## config.mk

```make
export PLATFORM = sky130hd
export DESIGN_NAME = l2_port_isolate_ctrl
export DESIGN_NICKNAME = d
export VERILOG_FILES = /design/src/rtl/l2_port_isolate_ctrl.sv
export SDC_FILE = /design/constraint.sdc
export NUM_CORES = 1
export LEC_CHECK = 0
export BUFFER_PORTS_ARGS = -buffer_cell sky130_fd_sc_hd__buf_2
export CORE_ASPECT_RATIO = 1.5
export CORE_MARGIN = 2
export CORE_UTILIZATION = 30
export CTS_CLUSTER_SIZE = 12
export DETAILED_ROUTE_END_ITERATION = 6
export PLACE_DENSITY = 0.58
export SYNTH_ARGS = -nofsm -noshare
export SYNTH_HDL_FRONTEND = slang
export SYNTH_SLANG_ARGS = --single-unit
```

## constraint.sdc

```tcl
create_clock -name clk_i -period 2.8 [get_ports clk_i]
set_input_delay 0.14 -clock clk_i [delete_from_list [all_inputs] [get_ports clk_i]]
set_output_delay 0.14 -clock clk_i [all_outputs]
set_load 0.005 [all_outputs]
```

## src/rtl/l2_port_isolate_ctrl.sv

```systemverilog
// l2_port_isolate_ctrl
//
// Quiesces and isolates individual L2 AXI ports. Each port tracks its
// outstanding writes and reads. On an isolation request the port stops
// accepting new AW/AR requests, waits for the outstanding responses to
// return, and then acknowledges isolation. B and R responses are never
// gated. A separate saturating counter tallies ECC error pulses.
//
// Optional feature: define L2_ISOLATE_TIMEOUT_EN to add a per-port drain
// timer. A port that has drained for TimeoutCycles cycles is then forced
// into isolation and its timeout_o flag is set. Without the macro a drain
// waits indefinitely and timeout_o is tied to 0.
//
// Ports (all per-port vectors are NumPort wide):
//   clk_i, rst_ni                  clock; asynchronous active-low reset
//   isolate_i / isolated_o         isolation request / acknowledge
//   timeout_o                      sticky: port was isolated by timeout
//   slv_aw_valid_i, mst_aw_ready_i AW handshake inputs (gated)
//   mst_aw_valid_o, slv_aw_ready_o AW handshake outputs (gated)
//   slv_ar_valid_i, mst_ar_ready_i AR handshake inputs (gated)
//   mst_ar_valid_o, slv_ar_ready_o AR handshake outputs (gated)
//   b_valid_i, b_ready_i           observed B handshake
//   r_valid_i, r_ready_i, r_last_i observed R handshake
//   ecc_error_i, ecc_clear_i       ECC error pulse / counter clear
//   ecc_count_o                    saturating ECC error count
module l2_port_isolate_ctrl #(
    parameter int NumPort       = 2,
    parameter int MaxTrans      = 8,
    parameter int TimeoutCycles = 1024,
    parameter int EccCntWidth   = 16
) (
    input  logic                   clk_i,
    input  logic                   rst_ni,
    input  logic [NumPort-1:0]     isolate_i,
    output logic [NumPort-1:0]     isolated_o,
    output logic [NumPort-1:0]     timeout_o,
    input  logic [NumPort-1:0]     slv_aw_valid_i,
    input  logic [NumPort-1:0]     mst_aw_ready_i,
    output logic [NumPort-1:0]     mst_aw_valid_o,
    output logic [NumPort-1:0]     slv_aw_ready_o,
    input  logic [NumPort-1:0]     slv_ar_valid_i,
    input  logic [NumPort-1:0]     mst_ar_ready_i,
    output logic [NumPort-1:0]     mst_ar_valid_o,
    output logic [NumPort-1:0]     slv_ar_ready_o,
    input  logic [NumPort-1:0]     b_valid_i,
    input  logic [NumPort-1:0]     b_ready_i,
    input  logic [NumPort-1:0]     r_valid_i,
    input  logic [NumPort-1:0]     r_ready_i,
    input  logic [NumPort-1:0]     r_last_i,
    input  logic                   ecc_error_i,
    input  logic                   ecc_clear_i,
    output logic [EccCntWidth-1:0] ecc_count_o
);

    localparam int              CntW   = $clog2(MaxTrans + 1);
    localparam logic [CntW-1:0] CntMax = CntW'(MaxTrans);

    typedef enum logic [1:0] {
        RUN,
        DRAIN,
        ISOLATED
    } state_e;

    for (genvar p = 0; p < NumPort; p++) begin : g_port
        state_e          state_q, state_d;
        logic [CntW-1:0] wr_cnt_q, rd_cnt_q;
        logic            aw_allow, ar_allow;
        logic            aw_hs, ar_hs, b_hs, r_hs;
        logic            cnt_zero, expire;

        // Requests pass through combinationally while the port runs and
        // the channel still has room for another outstanding transaction.
        assign aw_allow = (state_q == RUN) && (wr_cnt_q < CntMax);
        assign ar_allow = (state_q == RUN) && (rd_cnt_q < CntMax);

        assign mst_aw_valid_o[p] = slv_aw_valid_i[p] & aw_allow;
        assign slv_aw_ready_o[p] = mst_aw_ready_i[p] & aw_allow;
        assign mst_ar_valid_o[p] = slv_ar_valid_i[p] & ar_allow;
        assign slv_ar_ready_o[p] = mst_ar_ready_i[p] & ar_allow;

        assign aw_hs = mst_aw_valid_o[p] & mst_aw_ready_i[p];
        assign ar_hs = mst_ar_valid_o[p] & mst_ar_ready_i[p];
        assign b_hs  = b_valid_i[p] & b_ready_i[p];
        // A read is complete only on its last beat.
        assign r_hs  = r_valid_i[p] & r_ready_i[p] & r_last_i[p];

        // Registered values only: a counter reaching zero this cycle
        // isolates the port one cycle later.
        assign cnt_zero = (wr_cnt_q == '0) && (rd_cnt_q == '0);

        // NOTE: sequential state uses non-blocking assignments so every
        // register samples the pre-edge values of its inputs.
        always_ff @(posedge clk_i or negedge rst_ni) begin
            if (!rst_ni) begin
                wr_cnt_q <= '0;
                rd_cnt_q <= '0;
            end else begin
                // A response at count zero is spurious and is dropped.
                if (aw_hs && !b_hs) begin
                    wr_cnt_q <= wr_cnt_q + 1'b1;
                end else if (!aw_hs && b_hs && (wr_cnt_q != '0)) begin
                    wr_cnt_q <= wr_cnt_q - 1'b1;
                end
                if (ar_hs && !r_hs) begin
                    rd_cnt_q <= rd_cnt_q + 1'b1;
                end else if (!ar_hs && r_hs && (rd_cnt_q != '0)) begin
                    rd_cnt_q <= rd_cnt_q - 1'b1;
                end
            end
        end

`ifdef L2_ISOLATE_TIMEOUT_EN
        localparam int              TmrW    = $clog2(TimeoutCycles + 1);
        localparam logic [TmrW-1:0] TmrLast = TmrW'(TimeoutCycles - 1);

        logic [TmrW-1:0] timer_q;
        logic            timeout_q;

        // The timer reads 0 in the first DRAIN cycle, so expiry falls on
        // the TimeoutCycles-th cycle spent draining.
        assign expire = (state_q == DRAIN) && (timer_q == TmrLast);

        always_ff @(posedge clk_i or negedge rst_ni) begin
            if (!rst_ni) begin
                timer_q   <= '0;
                timeout_q <= 1'b0;
            end else begin
                timer_q <= (state_q == DRAIN) ? timer_q + 1'b1 : '0;
                if ((state_q == ISOLATED) && !isolate_i[p]) begin
                    timeout_q <= 1'b0;
                end else if (expire && isolate_i[p] && !cnt_zero) begin
                    timeout_q <= 1'b1;
                end
            end
        end

        assign timeout_o[p] = timeout_q;
`else
        assign expire       = 1'b0;
        assign timeout_o[p] = 1'b0;
`endif

        always_ff @(posedge clk_i or negedge rst_ni) begin
            if (!rst_ni) begin
                state_q <= RUN;
            end else begin
                state_q <= state_d;
            end
        end

        // NOTE: state_d gets its default before the case so that no path
        // leaves it unassigned and no latch is inferred.
        always_comb begin
            state_d = state_q;
            unique case (state_q)
                RUN: begin
                    if (isolate_i[p]) state_d = DRAIN;
                end
                DRAIN: begin
                    // Withdrawing the request wins over completing the drain.
                    if (!isolate_i[p])          state_d = RUN;
                    else if (cnt_zero || expire) state_d = ISOLATED;
                end
                ISOLATED: begin
                    if (!isolate_i[p]) state_d = RUN;
                end
                default: state_d = RUN;
            endcase
        end

        assign isolated_o[p] = (state_q == ISOLATED);

`ifndef SYNTHESIS
        always @(posedge clk_i) begin
            if (rst_ni) begin
                assert (!(b_hs && !aw_hs && (wr_cnt_q == '0)))
                    else $warning("port %0d: B response with no outstanding write dropped", p);
                assert (!(r_hs && !ar_hs && (rd_cnt_q == '0)))
                    else $warning("port %0d: R last with no outstanding read dropped", p);
            end
        end
`endif
    end

    // A clear coinciding with an error leaves that error counted.
    always_ff @(posedge clk_i or negedge rst_ni) begin
        if (!rst_ni) begin
            ecc_count_o <= '0;
        end else if (ecc_clear_i) begin
            ecc_count_o <= EccCntWidth'(ecc_error_i);
        end else if (ecc_error_i && (ecc_count_o != '1)) begin
            ecc_count_o <= ecc_count_o + 1'b1;
        end
    end

endmodule

```

* After elaboration in Yosys (flattened, before gate mapping)
Index checks and enable logic that the tools add are counted.
** Word-level totals
- Register bits after elaboration :: 36
- Input bits :: 24
- Output and inout port bits :: 28
- Logic and storage cells :: 113
** Cells by class
- Add/subtract/negate cells :: 9
- Magnitude comparators :: 4
- Eq/ne operators :: 11
- Multiplexer cells :: 20
- Bitwise gates (word level) :: 18
- Reductions and logical operators :: 44
** Operators by type and width (count)
- $mux 16 :: 2
- $mux 4 :: 8
- $logic_and 1x1->1 :: 19
- $and 1x1->1 :: 18
- $add 16x1->16 const B :: 1
- $add 4x1->4 const B :: 4
- $logic_not 4->1 :: 4
- $lt 4x4->1 const B :: 4
- $mux 2 :: 8
- $ne 16x16->1 const B :: 1
- $reduce_bool 4->1 :: 4
- $sub 4x1->4 const B :: 4
- $pmux 2 s3 :: 2
- $reduce_bool 2->1 :: 5
- $logic_not 1->1 :: 8
- $ne 2x2->1 const B :: 4
- $ne 3x3->1 const B :: 2
- $reduce_and 3->1 :: 2
- $eq 2x1->1 const B :: 2
- $eq 2x2->1 const B :: 2
- $logic_not 2->1 :: 2

* Logic depth before layout (Yosys ltp)
- Depth in word-level cells :: 9
- Gate-level depth with buffers :: 8
- Mapped depth without buffers :: 8

* Worst setup path after synthesis
Ideal clock, no wire load.
- Path type :: flip-flop to flip-flop
- Start :: register g_port[1].state_q[1]
- End :: register g_port[1].rd_cnt_q[3]
- Arrival :: 2.040 ns
- Required time :: 2.720 ns
- Path slack :: 0.680 ns
- Cell stages (with the launch flop) :: 9
- Path buffers :: 0
- Cells stage by stage :: dfrtp_1 -> nor4b_2 -> and3_1 -> inv_1 -> ha_1 -> a21o_1 -> a21oi_1 -> mux2i_1 -> xnor2_1
** Between the ends
- Cells in the longest elaborated chain, start to end :: 8
** Ends and longest elaborated chain
- start: declaration :: RTL line 65 : state_e state_q, state_d;
- start signal: assignment :: RTL line 147 : state_q <= state_d;
- $logic_not 2->1 * :: RTL line 74 : assign ar_allow = (state_q == RUN) && (rd_cnt_q < CntMax);
- $logic_and 1x1->1 * :: RTL line 74
- $and 1x1->1 * :: RTL line 78 : assign mst_ar_valid_o[p] = slv_ar_valid_i[p] & ar_allow;
- named net mst_ar_valid_o[1] :: RTL line 43 : output logic [NumPort-1:0] mst_ar_valid_o,
- $and 1x1->1 * :: RTL line 82 : assign ar_hs = mst_ar_valid_o[p] & mst_ar_ready_i[p];
- $logic_not 1->1 :: RTL line 106 : end else if (!ar_hs && r_hs && (rd_cnt_q != '0)) begin
- $logic_and 1x1->1 (2 in series) :: RTL line 106
- $reduce_bool 2->1 (no line)
- end signal: assignment :: RTL line 105 : rd_cnt_q <= rd_cnt_q + 1'b1;
- end signal: assignment :: RTL line 107 : rd_cnt_q <= rd_cnt_q - 1'b1;
- end: declaration :: RTL line 66 : logic [CntW-1:0] wr_cnt_q, rd_cnt_q;
The timed path passes the listed nets; every way through them passes the cells marked *.
A chain may end at the register's enable or synchronous reset.

* Final worst setup path
- Start :: register g_port[1].state_q[1]
- End :: register g_port[1].rd_cnt_q[3]
** Between the ends
- Cells in the longest elaborated chain, start to end :: 8
** Ends and longest elaborated chain (RTL line)
- $logic_not 2->1 * :: 74
- $logic_and 1x1->1 * :: 74
- $and 1x1->1 * :: 78
- $and 1x1->1 * :: 82
- $logic_not 1->1 :: 106
- $logic_and 1x1->1 (2 in series) :: 106
- $reduce_bool 2->1 (no line)
Mark *: on every way between the ends. The rest lies on a longest branch, timed or not.

==> qor.csv <==
stage,metric,value,unit
run_status,outcome,"complete, no violations",
die,die_x,74.2,µm
detailed_routing,drt_iter0_drc,42,
detailed_routing,viasPerCell,4.96,
timing,final_hold_viol_count,0,
die,start_util,30.8,%
timing,fmax,447,MHz
power_and_ir_drop,cellLeakagePower,1.14,nW
job,drv_cap,0,
global_routing,grt_max_degree,37,
worst_setup_path,worstPathRequired,3.00,ns
die,die_h,109,µm
yosys,ys_warn_count,0,
finish,nNetsFinal,298,
finish,multi_input_comb_area,1250,µm²
timing,tns,0,ns
worst_setup_path,path_class,flop to flop,
yosys,ys.flop_type,dfrtp_1,
global_routing,gr-total-overflow,0,
global_routing,grt_pass1_wl,7820,µm
worst_setup_path,critPathLaunchType,flop,
yosys,synthTopCellsByArea,"dfrtp_1 (41%), ha_1 (5.1%), mux2_2 (4.1%)",
worst_hold_path,holdPathStages,2,
detailed_routing,post_drt_wl_per_cell,12.6,µm
power_and_ir_drop,pwr_density_cell,659,nW/µm²
cts,cts.sinks,36,
timing,postLayoutSetupSlackWorst,0.561,ns
worst_setup_path,worstSetupEndpointType,flop,
finish,n_antenna_cell,0,
cts,cts_tree,done,
cts,cts_resized,0,
place,gp_congestion,0.752,
cts,cts_buffers,5,
global_routing,grt_use_total,12.5,%
finish,drive_above_1_share,29.1,%
yosys,ys_ff_latch,36,
yosys,yosysTopAreaCell,dfrtp_1,
yosys,synth_edf_count,0,
yosys,avgSynthCellArea,10.6,µm²
finish,final_cell_mix,"buf_2 (49), dfrtp_1 (36), a21oi_1 (13), nor2_1 (12)",
finish,fin_util,36.7,%
global_routing,antenna_found_initial,0,
power_and_ir_drop,irDropWorstVdd,0.237,mV
worst_hold_path,min_path_type,input port to flop,
yosys,syn_inst,209,
detailed_routing,vias,1790,
finish,layout.area.seq,901,µm²
detailed_routing,wl,4550,µm
detailed_routing,drtPass1Iterations,4,
yosys,ys_seq_area_share,40.7,%
cts,cts.clk_slew.worst_paths,0.07,ns
yosys,synth_area,2210,µm²
timing,fin_crit_sh,80.0,%
cts,cts-root-buf,clkbuf_8,
power_and_ir_drop,power.total,1.74,mW
finish,final_common_cell,buf_2,
die,row_count,38,
cts,cts_buffer_depth,2,
timing,maxSlewViolCount,0,
place,portBuffers,49,
detailed_routing,ant_nets,0,
place,dp_hpwl,3410,µm
worst_setup_path,arrival,2.44,ns
cts,htreeDepth,2,
timing,maxSlewHeadroom,43.6,%
timing,setup_violations,0,
detailed_routing,drc,0,
cts,clk_latency,0.28,ns
worst_setup_path,path_max_fanout,7,
worst_setup_path,reg2reg_depth,8,
timing,clock_skew,0.00602,ns
yosys,synthArstFlopShare,100,%
die,dieArea,8100,µm²
timing,worst_slew_pin_slew,0.846,ns
place,pre_cts_slack,0.583,ns
timing,rsz0062_at_grt,no,
die,core_area,7180,µm²
finish,area_growth,19.1,%
cts,post_cts_buffers,0,
yosys,yosys.area.top_type_share,40.7,%
die,num_io_pins,52,
finish,nFillCells,733,
yosys,yosysUniqueCellTypes,44,
global_routing,grt_pass1_vias,1776,
timing,period_minus_slack,2.24,ns
[registers in the layout (all words and copies together) (netlist names)]
name,flops
ecc_count_o,16
g_port.rd_cnt_q,8
g_port.wr_cnt_q,8
g_port.state_q,4
[worst paths after layout]
path	from	to	slack (ns)
setup / recovery	g_port[1].state_q[1]	g_port[1].rd_cnt_q[3]	0.56
hold / removal	isolate_i[0]	g_port[0].state_q[1]	0.08
setup reg to reg	g_port[1].state_q[1]	g_port[1].rd_cnt_q[3]	0.56
hold reg to reg	g_port[0].rd_cnt_q[3]	g_port[0].rd_cnt_q[3]	0.51
max in group asynchronous	rst_ni	g_port[1].rd_cnt_q[3]	1.76
min in group asynchronous	rst_ni	ecc_count_o[2]	0.50
[layout make-up]
class	count	share of cell area, %
Sequential cell	36	34.2
Inverter	8	1.14
Tap cell	100	4.74
Clock inverter	1	0.190
Timing Repair Buffer	50	9.68
Multi-Input combinational cell	160	47.3
Clock buffer	6	2.75
[critical path, stage by stage (launching register included)]
cell,delay (ns)
dfrtp_1,0.45
nor4b_2,0.36
and3_1,0.25
inv_1,0.09
ha_1,0.29
a21o_1,0.18
a21oi_1,0.17
mux2i_1,0.24
xnor2_1,0.14
[per-stage QoR]
stage	cells	hold WS (ns)	area (µm²)
after floorplan	210	-0.156	2220
after global placement	353	0.303	2550
after detailed placement	353	0.304	2550
after CTS	361	0.0676	2640
after global routing	361	0.0683	2640
final	361	0.0829	2640
[cells by family after synthesis]
logic type                 share of synthesized area (%)
adders and majority gates                           8.70
and+or+nand+nor                                     23.5
DFF                                                 40.7
buffers and inverters                               3.11
other                                              0.169
AOI/OAI and AO/OA                                   11.5
muxes                                               7.23
xor gates and xnor gates                            5.14
[metal layers]
metal,vias to the layer above,global-route usage (%),wire [µm],share of wire [%]
met3,2,2.87,164,3.6
li1,881,-,-,-
met4,0,5.58,55,1.2
met2,32,21.6,2430,53
met1,875,14.2,1900,42
met5,-,0,0,0
[power by group]
group          switching (mW)  total (mW)  internal, mW
clock                   0.173       0.342         0.169
sequential              0.163       0.813         0.650
combinational           0.249       0.583         0.335
[synth_stat cells, types with 2 or more instances]
| library cell | instances |
|---|---|
| nand3_1 | 9 |
| dfrtp_1 | 36 |
| a21o_1 | 4 |
| or3_2 | 5 |
| mux2i_1 | 7 |
| nand2_1 | 8 |
| ha_1 | 9 |
| nor4b_1 | 3 |
| and2_1 | 2 |
| and3_1 | 4 |
| or4_1 | 2 |
| nor2_1 | 12 |
| xor2_1 | 4 |
| nor4b_2 | 4 |
| buf_4 | 2 |
| and4_1 | 3 |
| nor2b_1 | 4 |
| nor4_1 | 6 |
| o21ai_1 | 6 |
| a211oi_1 | 5 |
| a21oi_1 | 13 |
| o21a_1 | 2 |
| nand4_1 | 6 |
| and3b_1 | 2 |
| inv_1 | 8 |
| o31ai_1 | 4 |
| xnor2_1 | 9 |
| nor3_1 | 4 |
| mux2_2 | 8 |
| fa_1 | 4 |
[timing repair]
action,4_1_cts,5_1_grt
setup endpoints to repair,0,0
hold endpoints to repair,29,0
hold buffers,1,0
(Power assumes the default switching activity.)
